### src/rtl/iterative_mantissa_multiplier.sv
// Multi-cycle unsigned mantissa multiplier, DIGIT_BITS of b per cycle.
// Valid/ready in and out, optional early exit, pipeline flush.
module iterative_mantissa_multiplier #(
  parameter int PRECISION_BITS = 24,
  parameter int DIGIT_BITS     = 2,
  parameter bit EARLY_EXIT     = 1'b0
) (
  input  logic                        clk_i,
  input  logic                        rst_i,
  input  logic                        flush_i,
  input  logic                        in_valid_i,
  output logic                        in_ready_o,
  input  logic [PRECISION_BITS-1:0]   mantissa_a_i,
  input  logic [PRECISION_BITS-1:0]   mantissa_b_i,
  output logic                        out_valid_o,
  input  logic                        out_ready_i,
  output logic [2*PRECISION_BITS-1:0] product_o,
  output logic                        busy_o
);

  localparam int NUM_STEPS =
    (PRECISION_BITS + DIGIT_BITS - 1) / DIGIT_BITS;
  localparam int BW = NUM_STEPS * DIGIT_BITS;
  localparam int PW = 2 * PRECISION_BITS;
  localparam int CW =
    (NUM_STEPS > 1) ? $clog2(NUM_STEPS) : 1;
  localparam logic [CW-1:0] LAST = CW'(NUM_STEPS - 1);

  typedef enum logic [1:0] {
    S_IDLE,
    S_COMPUTE,
    S_DONE
  } state_t;

  state_t                r_state;
  state_t                w_state_nxt;
  logic [CW-1:0]         r_count;
  logic [PW-1:0]         r_a_sh;
  logic [PW-1:0]         r_acc;
  logic [BW-1:0]         r_b_sh;
  logic [DIGIT_BITS-1:0] w_digit;
  logic [PW-1:0]         w_pp;
  logic                  w_rest_zero;
  logic                  w_last;
  logic                  w_accept;
  logic                  w_step;

  // b is kept right-shifted so the current digit is always at the bottom;
  // a is kept left-shifted so the partial product is already aligned.
  assign w_digit     = r_b_sh[DIGIT_BITS-1:0];
  assign w_pp        = r_a_sh * PW'(w_digit);
  assign w_rest_zero = (r_b_sh >> DIGIT_BITS) == '0;
  assign w_last      = (r_count == LAST) ||
                       (EARLY_EXIT && w_rest_zero);
  assign w_accept    = in_valid_i && (r_state == S_IDLE) && !flush_i;
  assign w_step      = (r_state == S_COMPUTE) && !flush_i;

  assign in_ready_o  = (r_state == S_IDLE);
  assign out_valid_o = (r_state == S_DONE);
  assign busy_o      = (r_state != S_IDLE);
  assign product_o   = out_valid_o ? r_acc : '0;

  // State register
  always_ff @(posedge clk_i) begin
    if (rst_i) r_state <= S_IDLE;
    else       r_state <= w_state_nxt;
  end

  // Next-state: flush overrides every transition
  always_comb begin
    w_state_nxt = r_state;
    unique case (r_state)
      S_IDLE:    if (in_valid_i)  w_state_nxt = S_COMPUTE;
      S_COMPUTE: if (w_last)      w_state_nxt = S_DONE;
      S_DONE:    if (out_ready_i) w_state_nxt = S_IDLE;
      default:                    w_state_nxt = S_IDLE;
    endcase
    if (flush_i) w_state_nxt = S_IDLE;
  end

  // Operand latch, shift-and-accumulate datapath
  always_ff @(posedge clk_i) begin
    if (rst_i) begin
      r_a_sh  <= '0;
      r_b_sh  <= '0;
      r_acc   <= '0;
      r_count <= '0;
    end else if (w_accept) begin
      r_a_sh  <= PW'(mantissa_a_i);
      r_b_sh  <= BW'(mantissa_b_i);
      r_acc   <= '0;
      r_count <= '0;
    end else if (w_step) begin
      r_acc   <= r_acc + w_pp;
      r_a_sh  <= r_a_sh << DIGIT_BITS;
      r_b_sh  <= r_b_sh >> DIGIT_BITS;
      r_count <= r_count + 1'b1;
    end
  end

endmodule

### config.mk
export PLATFORM = sky130hd
export DESIGN_NAME = iterative_mantissa_multiplier
export DESIGN_NICKNAME = d
export VERILOG_FILES = /design/src/rtl/iterative_mantissa_multiplier.sv
export SDC_FILE = /design/constraint.sdc
export NUM_CORES = 1
export LEC_CHECK = 0
export ABC_AREA = 1
export BUFFER_PORTS_ARGS = -buffer_cell sky130_fd_sc_hd__buf_2
export CAP_MARGIN = 20
export CORE_AREA = 2 2 139 141
export CTS_BUF_LIST = sky130_fd_sc_hd__clkbuf_4 sky130_fd_sc_hd__clkbuf_8
export CTS_CLUSTER_DIAMETER = 80
export CTS_CLUSTER_SIZE = 20
export DETAILED_ROUTE_END_ITERATION = 7
export DIE_AREA = 0 0 141 143
export MAX_ROUTING_LAYER = met4
export PLACE_DENSITY_LB_ADDON = 0.2
export SYNTH_ARGS = -nofsm -noshare
export SYNTH_HDL_FRONTEND = slang
export SYNTH_SLANG_ARGS = --single-unit
### constraint.sdc
create_clock -name clk_i -period 9.3 [get_ports clk_i]
set_clock_uncertainty 0.05 [all_clocks]
set_input_delay 0.93 -clock clk_i [delete_from_list [all_inputs] [get_ports clk_i]]
set_output_delay 0.93 -clock clk_i [all_outputs]
set_load 0.01 [all_outputs]
=== Word-level counts from Yosys, hierarchy flattened ===
Cells that the tools add are included.

* Input port bits: 53
* Register bits: 126
* Logic and storage cells: 34

* Multipliers: 1
* Equal/unequal tests: 6
* Mux-type cells: 9
* Add/subtract/negate cells: 2
* Reduce and logical (&&, ||, !) cells: 10

{| class="wikitable"
|+ Operators with widths
! kind !! number
|-
| 24-bit two-way mux || 4
|-
| 48-bit adder || 1
|-
| 48-bit by 2-bit multiplier with 48-bit output || 1
|-
| 48-bit two-way mux || 1
|-
| 2-bit two-way mux || 3
|-
| 2-bit one-hot mux with 3 select lines || 1
|-
| 4-bit by 1-bit adder with 4-bit output, second input constant || 1
|-
| 4-bit equality test, second input constant || 1
|-
| 2-bit inequality test, second input constant || 2
|-
| 2-bit nonzero test || 2
|-
| 2-bit OR reduction || 2
|-
| 1-bit logical AND || 3
|-
| 3-bit AND reduction || 1
|-
| 2-bit by 1-bit equality test with 1-bit output, second input constant || 1
|-
| 2-bit equality test, second input constant || 1
|-
| 2-bit zero test || 1
|-
| 2-bit by 1-bit inequality test with 1-bit output, second input constant || 1
|-
| 1-bit zero test || 1
|}

=== Logic depth before layout (Yosys ltp) ===
Gate-level depths: netlist of run 1.

* Depth after elaboration: 4
* Depth in mapped cells: 20

=== Least setup slack after synthesis of run 1 ===
Ideal clock, no wire load.

* Path kind: reg2reg
* Start: register r_b_sh[1]
* End: register r_acc[37]
* Data arrival time: 2,786 ps
* Data required time: 9,141 ps
* Slack: 6,355 ps
* Stages on the path, launching flop included: 17
* Path through: dfxtp_1 clkbuf_1 clkbuf_1 nand2_1 fa_1 inv_1 ha_1 or2_1 and2_1 nand3b_1 nand3_2 nand2_1 nand2_1 nand2_1 nand3_1 nand2_1 inv_1

* Cells in the longest elaborated chain, start to end: 2

{| class="wikitable"
|+ Ends and longest elaborated chain
! item !! line !! RTL
|-
| start, declared || 40 || <nowiki>logic [BW-1:0] r_b_sh;</nowiki>
|-
| start signal, assigned || 90 || <nowiki>r_b_sh <= BW'(mantissa_b_i);</nowiki>
|-
| start signal, assigned || 96 || <nowiki>r_b_sh <= r_b_sh >> DIGIT_BITS;</nowiki>
|-
| 48-bit by 2-bit multiplier with 48-bit output || 51 || <nowiki>assign w_pp = r_a_sh * PW'(w_digit);</nowiki>
|-
| 48-bit adder || 94 || <nowiki>r_acc <= r_acc + w_pp;</nowiki>
|-
| end signal, assigned || 94 ||
|-
| end, declared || 39 || <nowiki>logic [PW-1:0] r_acc;</nowiki>
|}

No other way between the ends.
A chain may end at the register's enable or synchronous reset.

=== Final worst setup path of run 1 ===
* Start: register r_b_sh[0]
* End: register r_acc[39]

Same word-level chain as after synthesis.

==> results.cfg, run 1 <==
[worst_hold_path]
worstHoldPathCells = 2
hold_class = reg2reg
min_to = r_b_sh[0]
holdCritStartpoint = r_b_sh[2]

[placement]
gp_congestion = 0.995
post-place-ws_ns = 5.80
place_hpwl_mm = 21.9
dp_cells = 2102
io_buffer_count = 103

[sta]
setup_slack_ns = 5.72
slew_viol_final = 0
setup_viol = 0
layout_min_cycle_time_ns = 3.58
tightest_slew_ns = 1.03
fin_crit_sh = 0.384
fmax_mhz = 280
hold_slack_ns = 0.414
relSlewSlack = 0.311
finalSetupTns_ns = 0
rsz0062_at_grt = no
hold_viol_final = 0

[floorplanning]
rows = 50
dieWidth_um = 141
dieArea_um2 = 20200
core_um2 = 18600
start_util = 0.590
die_h_um = 143
io-pin-count = 104

[worst_setup_path]
critPathSlowestCell = dfxtp_2
rr_worst_depth = 16
worstPathCellList = nand2_1 -> fa_1 -> inv_1 -> ha_1 -> nand2_2 -> inv_1 -> nand2_1 -> nand2_1 -> a21oi_1 -> nor2_1 -> nor2_1 -> nand2_1 -> nand2_1 -> nand3_1 -> nand2_1 -> inv_1
criticalPathCategory = reg2reg
r2r-start = r_b_sh[0]
critPathBufInv = 3
crit_top_cell = nand2_1
r2r-end = r_acc[39]
max_stage_delay_ns = 0.99
worst-path-max-fanout = 49
cpLargestDelayFamily = simple AND/OR/NAND/NOR gates
startpoint_type = flip-flop
required_ns = 9.62
cp-end-kind = flip-flop
regToRegSetupSlack_ns = 5.72
path_depth = 16
worstPathArrival_ns = 3.90

[drt]
ant_nets = 0
finalWirelength_mm = 28.6
post-route-drc-count = 0
drtIter0Drc = 662
via_per_inst = 5.01
dr.pass1.iters = 5
routed-via-count = 10700
wire_per_inst_um = 13.4

[grt]
grt_pass1_vias = 10200
grt_overflow = 0
grt_start_max_net_pins = 96
met1_usage = 0.393
antenna_found_initial = 0
grt_use_met2 = 0.508
top_usage_layer = met2
grt_use_total = 0.304
grt_pass1_wl_mm = 48.2
use_met3 = 0.0339

[layout]
area.growth.synth_to_final_pct = 9.30
fin_cells = 2134
fin_nets = 2035
antennaDiodeCount = 0
post_route_cells_drive_above_1_share = 0.129
fillers = 1850

[logic_synthesis]
synth-seq-cells = 126
synth_cell_types = 35
syn_area_um2 = 11000
syn_inst = 1816
async_flop_share = 0
seq_area_frac_synth = 0.230
yosysWarningCount = 0
syn_avg_cell_area_um2 = 6.04
synth_fp_nets = 1964
synth_flop_cell = dfxtp_1
synth_edf_count = 0

[clocking]
numCtsBuffers = 17
cts_setup_buffers = 0
cts_tree = yes
cts.sinks = 126
cts_resized = 0
clock_path_buffers = 2
root_buffer = clkbuf_8
clkTransAtPathRegs_ns = 0.09
cts_hold_repair.buffers = 0
clock_insertion_delay_worst_skew_ns = 0.47
htreeDepth = 4

[job]
max_cap_viol_count = 0

[pwr]
p_per_area_nw_per_um2 = 99.1
irDropWorstVdd_mv = 0.0945
p_leak_nw = 6.44

[run_status]
status = completed
[flip-flops by register name (all words and copies together) (netlist names)]
name / cells
r_a_sh: 48
r_acc: 48
r_b_sh: 24
r_count: 4
r_state: 2
[cell families (layout without fill, tap and decap cells)]
group | count (synthesis) | after routing | synth area share
buffers and inverters | 458 | 542 | 0.161
AND/OR/NAND/NOR | 926 | 926 | 0.356
AO/OA/AOI/OAI | 186 | 186 | 0.0923
flip-flops | 126 | 126 | 0.230
XOR/XNOR | 25 | 25 | 0.0200
adder cells (fa/ha/maj) | 95 | 95 | 0.141
[stage by stage]
| step | cell area (um^2) | util | total power, mW |
|---|---|---|---|
| floorplan | 11000 | - | 0.662 |
| global placement | 11600 | 0.624 | 0.693 |
| detailed placement | 11600 | 0.624 | 0.696 |
| CTS | 12000 | 0.645 | 1.19 |
| global route | 12000 | 0.645 | 1.23 |
| finish | 12000 | 0.645 | 1.19 |
[how the worst max path moves through the flow]
stage               start      endpoint
2_1_floorplan   r_b_sh[1]     r_acc[37]
3_3_place_gp    r_b_sh[0]     r_acc[35]
3_5_place_dp    r_b_sh[0]     r_acc[39]
4_1_cts        r_state[1]  product_o[1]
5_1_grt         r_b_sh[0]     r_acc[39]
6_report        r_b_sh[0]     r_acc[39]
[layer usage]
metal / wire (um) / part of all wire
met4: 589 / 0.021
met5: 0 / 0
met1: 13600 / 0.48
met2: 13200 / 0.46
met3: 1230 / 0.043
[layout by cell type, fill, tap and decap left out, drive strengths merged, types with 17 or more instances in the layout]
master	count
inv	407
xor2	22
a31oi	44
nor2	143
buf	111
clkbuf	17
a21oi	106
dfxtp	126
nand2	686
o21ai	30
ha	48
nand3	67
fa	47
[power breakdown]
group          switching, mW  internal [mW]  total [mW]
clock network          0.279          0.225       0.505
registers             0.0154          0.556       0.571
logic                 0.0747         0.0378       0.113
total                  0.369          0.819        1.19
[cell type report]
| type | instances | area [um^2] | area share |
|---|---|---|---|
| Clock buffer | 17 | 234 | 0.0195 |
| Timing Repair Buffer | 111 | 576 | 0.0480 |
| Inverter | 399 | 1500 | 0.125 |
| Tap cell | 234 | 293 | 0.0244 |
| Multi-Input combinational cell | 1232 | 6700 | 0.559 |
| Clock inverter | 15 | 169 | 0.0141 |
| Sequential cell | 126 | 2520 | 0.210 |
[worst reg2reg max path, cell delays in order, from the launching register on]
cell and delay, ns:
dfxtp_2 0.99, nand2_1 0.20, fa_1 0.52, inv_1 0.05, ha_1 0.38, nand2_2 0.16, inv_1 0.05, nand2_1 0.06
nand2_1 0.07, a21oi_1 0.35, nor2_1 0.08, nor2_1 0.17, nand2_1 0.09, nand2_1 0.06, nand3_1 0.08, nand2_1 0.09
inv_1 0.04
[synthesized netlist by cell type, types with 2 or more instances]
cell | number | area share
nor3_2 | 2 | 0.0018
nor3_1 | 4 | 0.0018
o21ai_1 | 5 | 0.0023
clkbuf_1 | 22 | 0.0075
o21ai_0 | 25 | 0.011
ha_1 | 48 | 0.055
a31oi_1 | 44 | 0.025
a21oi_2 | 3 | 0.0024
o21bai_1 | 5 | 0.0034
inv_1 | 381 | 0.13
inv_2 | 18 | 0.0062
nand3_1 | 58 | 0.026
buf_2 | 18 | 0.0082
xor2_1 | 22 | 0.018
fa_1 | 47 | 0.086
nand3_2 | 9 | 0.0082
or2_2 | 4 | 0.0023
nor2_1 | 106 | 0.036
nor2_2 | 25 | 0.014
nor2_4 | 12 | 0.012
nand2_1 | 661 | 0.23
nand2_2 | 25 | 0.014
buf_4 | 7 | 0.0048
a21oi_1 | 103 | 0.047
and2_1 | 2 | 0.0011
dfxtp_1 | 126 | 0.23
nand4_1 | 12 | 0.0068
buf_1 | 12 | 0.0041
nor4_1 | 2 | 0.0011
xnor2_1 | 3 | 0.0024
No activity file was read; power rests on OpenSTA's default activity.
==> run 2: changes to the inputs <==
==> constraint.sdc (replaced) <==
create_clock -name clk_i -period 3.4 [get_ports clk_i]
set_clock_uncertainty 0.05 [all_clocks]
set_input_delay 0.34 -clock clk_i [delete_from_list [all_inputs] [get_ports clk_i]]
set_output_delay 0.34 -clock clk_i [all_outputs]
set_load 0.01 [all_outputs]
==> run 2 against run 1 <==
Net effect: maximum frequency up 13%; register-to-register slack worse by 5.5 ns; power rose to 2.8 times the previous value; final area up 0.73%; critical path depth up 3; worst setup slack worse by 5.5 ns; highest routed layer unchanged; combinational power rose to 3.0 times the previous value; sequential power rose to 2.7 times the previous value; via count up 3.0%; first-iteration DRC count up 7.1%.
==> results.cfg, run 2 (synthesis results as in run 1) <==
[floorplanning]
dieArea_um2 = 20200
core_um2 = 18600
dieWidth_um = 141
io-pin-count = 104
rows = 50
die_h_um = 143
start_util = 0.590

[clocking]
htreeDepth = 4
clock_insertion_delay_worst_skew_ns = 0.48
cts.sinks = 126
clock_path_buffers = 2
cts_resized = 0
cts_setup_buffers = 0
clkTransAtPathRegs_ns = 0.09
cts_tree = yes
cts_hold_repair.buffers = 0
root_buffer = clkbuf_8
numCtsBuffers = 17

[layout]
layout_commonest_cell = nand2_1
area.growth.synth_to_final_pct = 10.1
antennaDiodeCount = 0
largestRegisters = r_a_sh x48, r_acc x48, r_b_sh x24
final_util = 0.650
layout_common_cells = nand2_1, inv_1, dfxtp_1, nor2_1
fin_nets = 2045
post_route_cells_drive_above_1_share = 0.134
design_area_um2 = 12100

[placement]
gp_congestion = 0.982
placed_area_um2 = 11700
post-place-ws_ns = 0.349
io_buffer_count = 103
place_hpwl_mm = 23.4

[drt]
drtIter0Drc = 709
dr.pass1.iters = 6
wire_per_inst_um = 13.9
post-route-drc-count = 0
finalWirelength_mm = 29.9
via_per_inst = 5.13
ant_nets = 0
routed-via-count = 11000

[sta]
tightest_slew_ns = 0.774
layout_min_cycle_time_ns = 3.16
finalSetupTns_ns = 0
relSlewSlack = 0.482
rsz0062_at_grt = no
setup_viol = 0
fin_crit_sh = 0.929
hold_viol_final = 0
slew_viol_final = 0
setup_slack_ns = 0.240
fmax_mhz = 316

[worst_setup_path]
worstPathArrival_ns = 3.48
criticalPathCategory = reg2reg
startpoint_type = flip-flop
cp-end-kind = flip-flop
worst-path-max-fanout = 48
required_ns = 3.72
rr_worst_depth = 19

[pwr]
p_leak_nw = 6.49
p_per_area_nw_per_um2 = 272
irDropWorstVdd_mv = 0.369
power_mw = 3.28

[worst_hold_path]
hold_class = in2reg
worstHoldPathCells = 3

[grt]
grt_overflow = 0
grt_pass1_wl_mm = 49.8
grt_pass1_vias = 10300
grt_use_total = 0.317
antenna_found_initial = 0
grt_start_max_net_pins = 51

[run_status]
status = completed

[job]
max_cap_viol_count = 0
==> run 2: layer usage <==
metal | part of all wire | global-route usage | vias up | wire, um
met2 | 0.46 | 0.518 | 362 | 13800
met5 | 0 | - | - | 0
met4 | 0.025 | 0.0937 | 0 | 735
li1 | - | - | 5583 | -
met1 | 0.44 | 0.408 | 4990 | 13300
met3 | 0.070 | 0.0526 | 65 | 2100
==> run 2: power by group <==
| group | switching (mW) | internal [mW] | leakage, nW | total [mW] |
|---|---|---|---|---|
| clock | 0.773 | 0.617 | 0.203 | 1.39 |
| sequential | 0.0347 | 1.52 | 1.02 | 1.56 |
| combinational | 0.224 | 0.112 | 5.27 | 0.336 |
| total | 1.03 | 2.25 | 6.49 | 3.28 |
==> run 2: worst max-delay path, stage by stage (launching register included) <==
cell     delay, ns
dfxtp_1       0.36
buf_12        0.24
nand2_1       0.11
fa_1          0.51
inv_1         0.04
ha_1          0.37
nand2_1       0.17
inv_1         0.05
nand2_1       0.06
nand2_1       0.09
inv_1         0.08
nand3_2       0.18
nand2_1       0.11
nand2_1       0.12
nand2_1       0.12
nand2_1       0.05
nand2_1       0.05
nand3_1       0.10
nand2_1       0.10
inv_1         0.04
==> run 2: metrics by stage <==
stage          cells  hold WS [ns]
6_report        2144        0.0633
3_3_place_gp    2112         0.400
3_5_place_dp    2112         0.407
2_1_floorplan   1816         0.368
4_1_cts         2144        0.0396
5_1_grt         2144        0.0424
==> run 2: path summary, 6_finish.rpt <==
check | from | to | slack (ns)
max | r_b_sh[1] | r_acc[35] | 0.24
min | mantissa_b_i[22] | r_b_sh[22] | 0.06
max reg2reg | r_b_sh[1] | r_acc[35] | 0.24
min reg2reg | r_b_sh[22] | r_b_sh[22] | 0.42
==> run 2: layout make-up <==
type	count	area (um^2)
Inverter	399	1500
Sequential cell	126	2520
Tap cell	234	293
Timing Repair Buffer	121	663
Fill cell	1823	6500
Multi-Input combinational cell	1232	6700
Clock buffer	17	234
Clock inverter	15	169
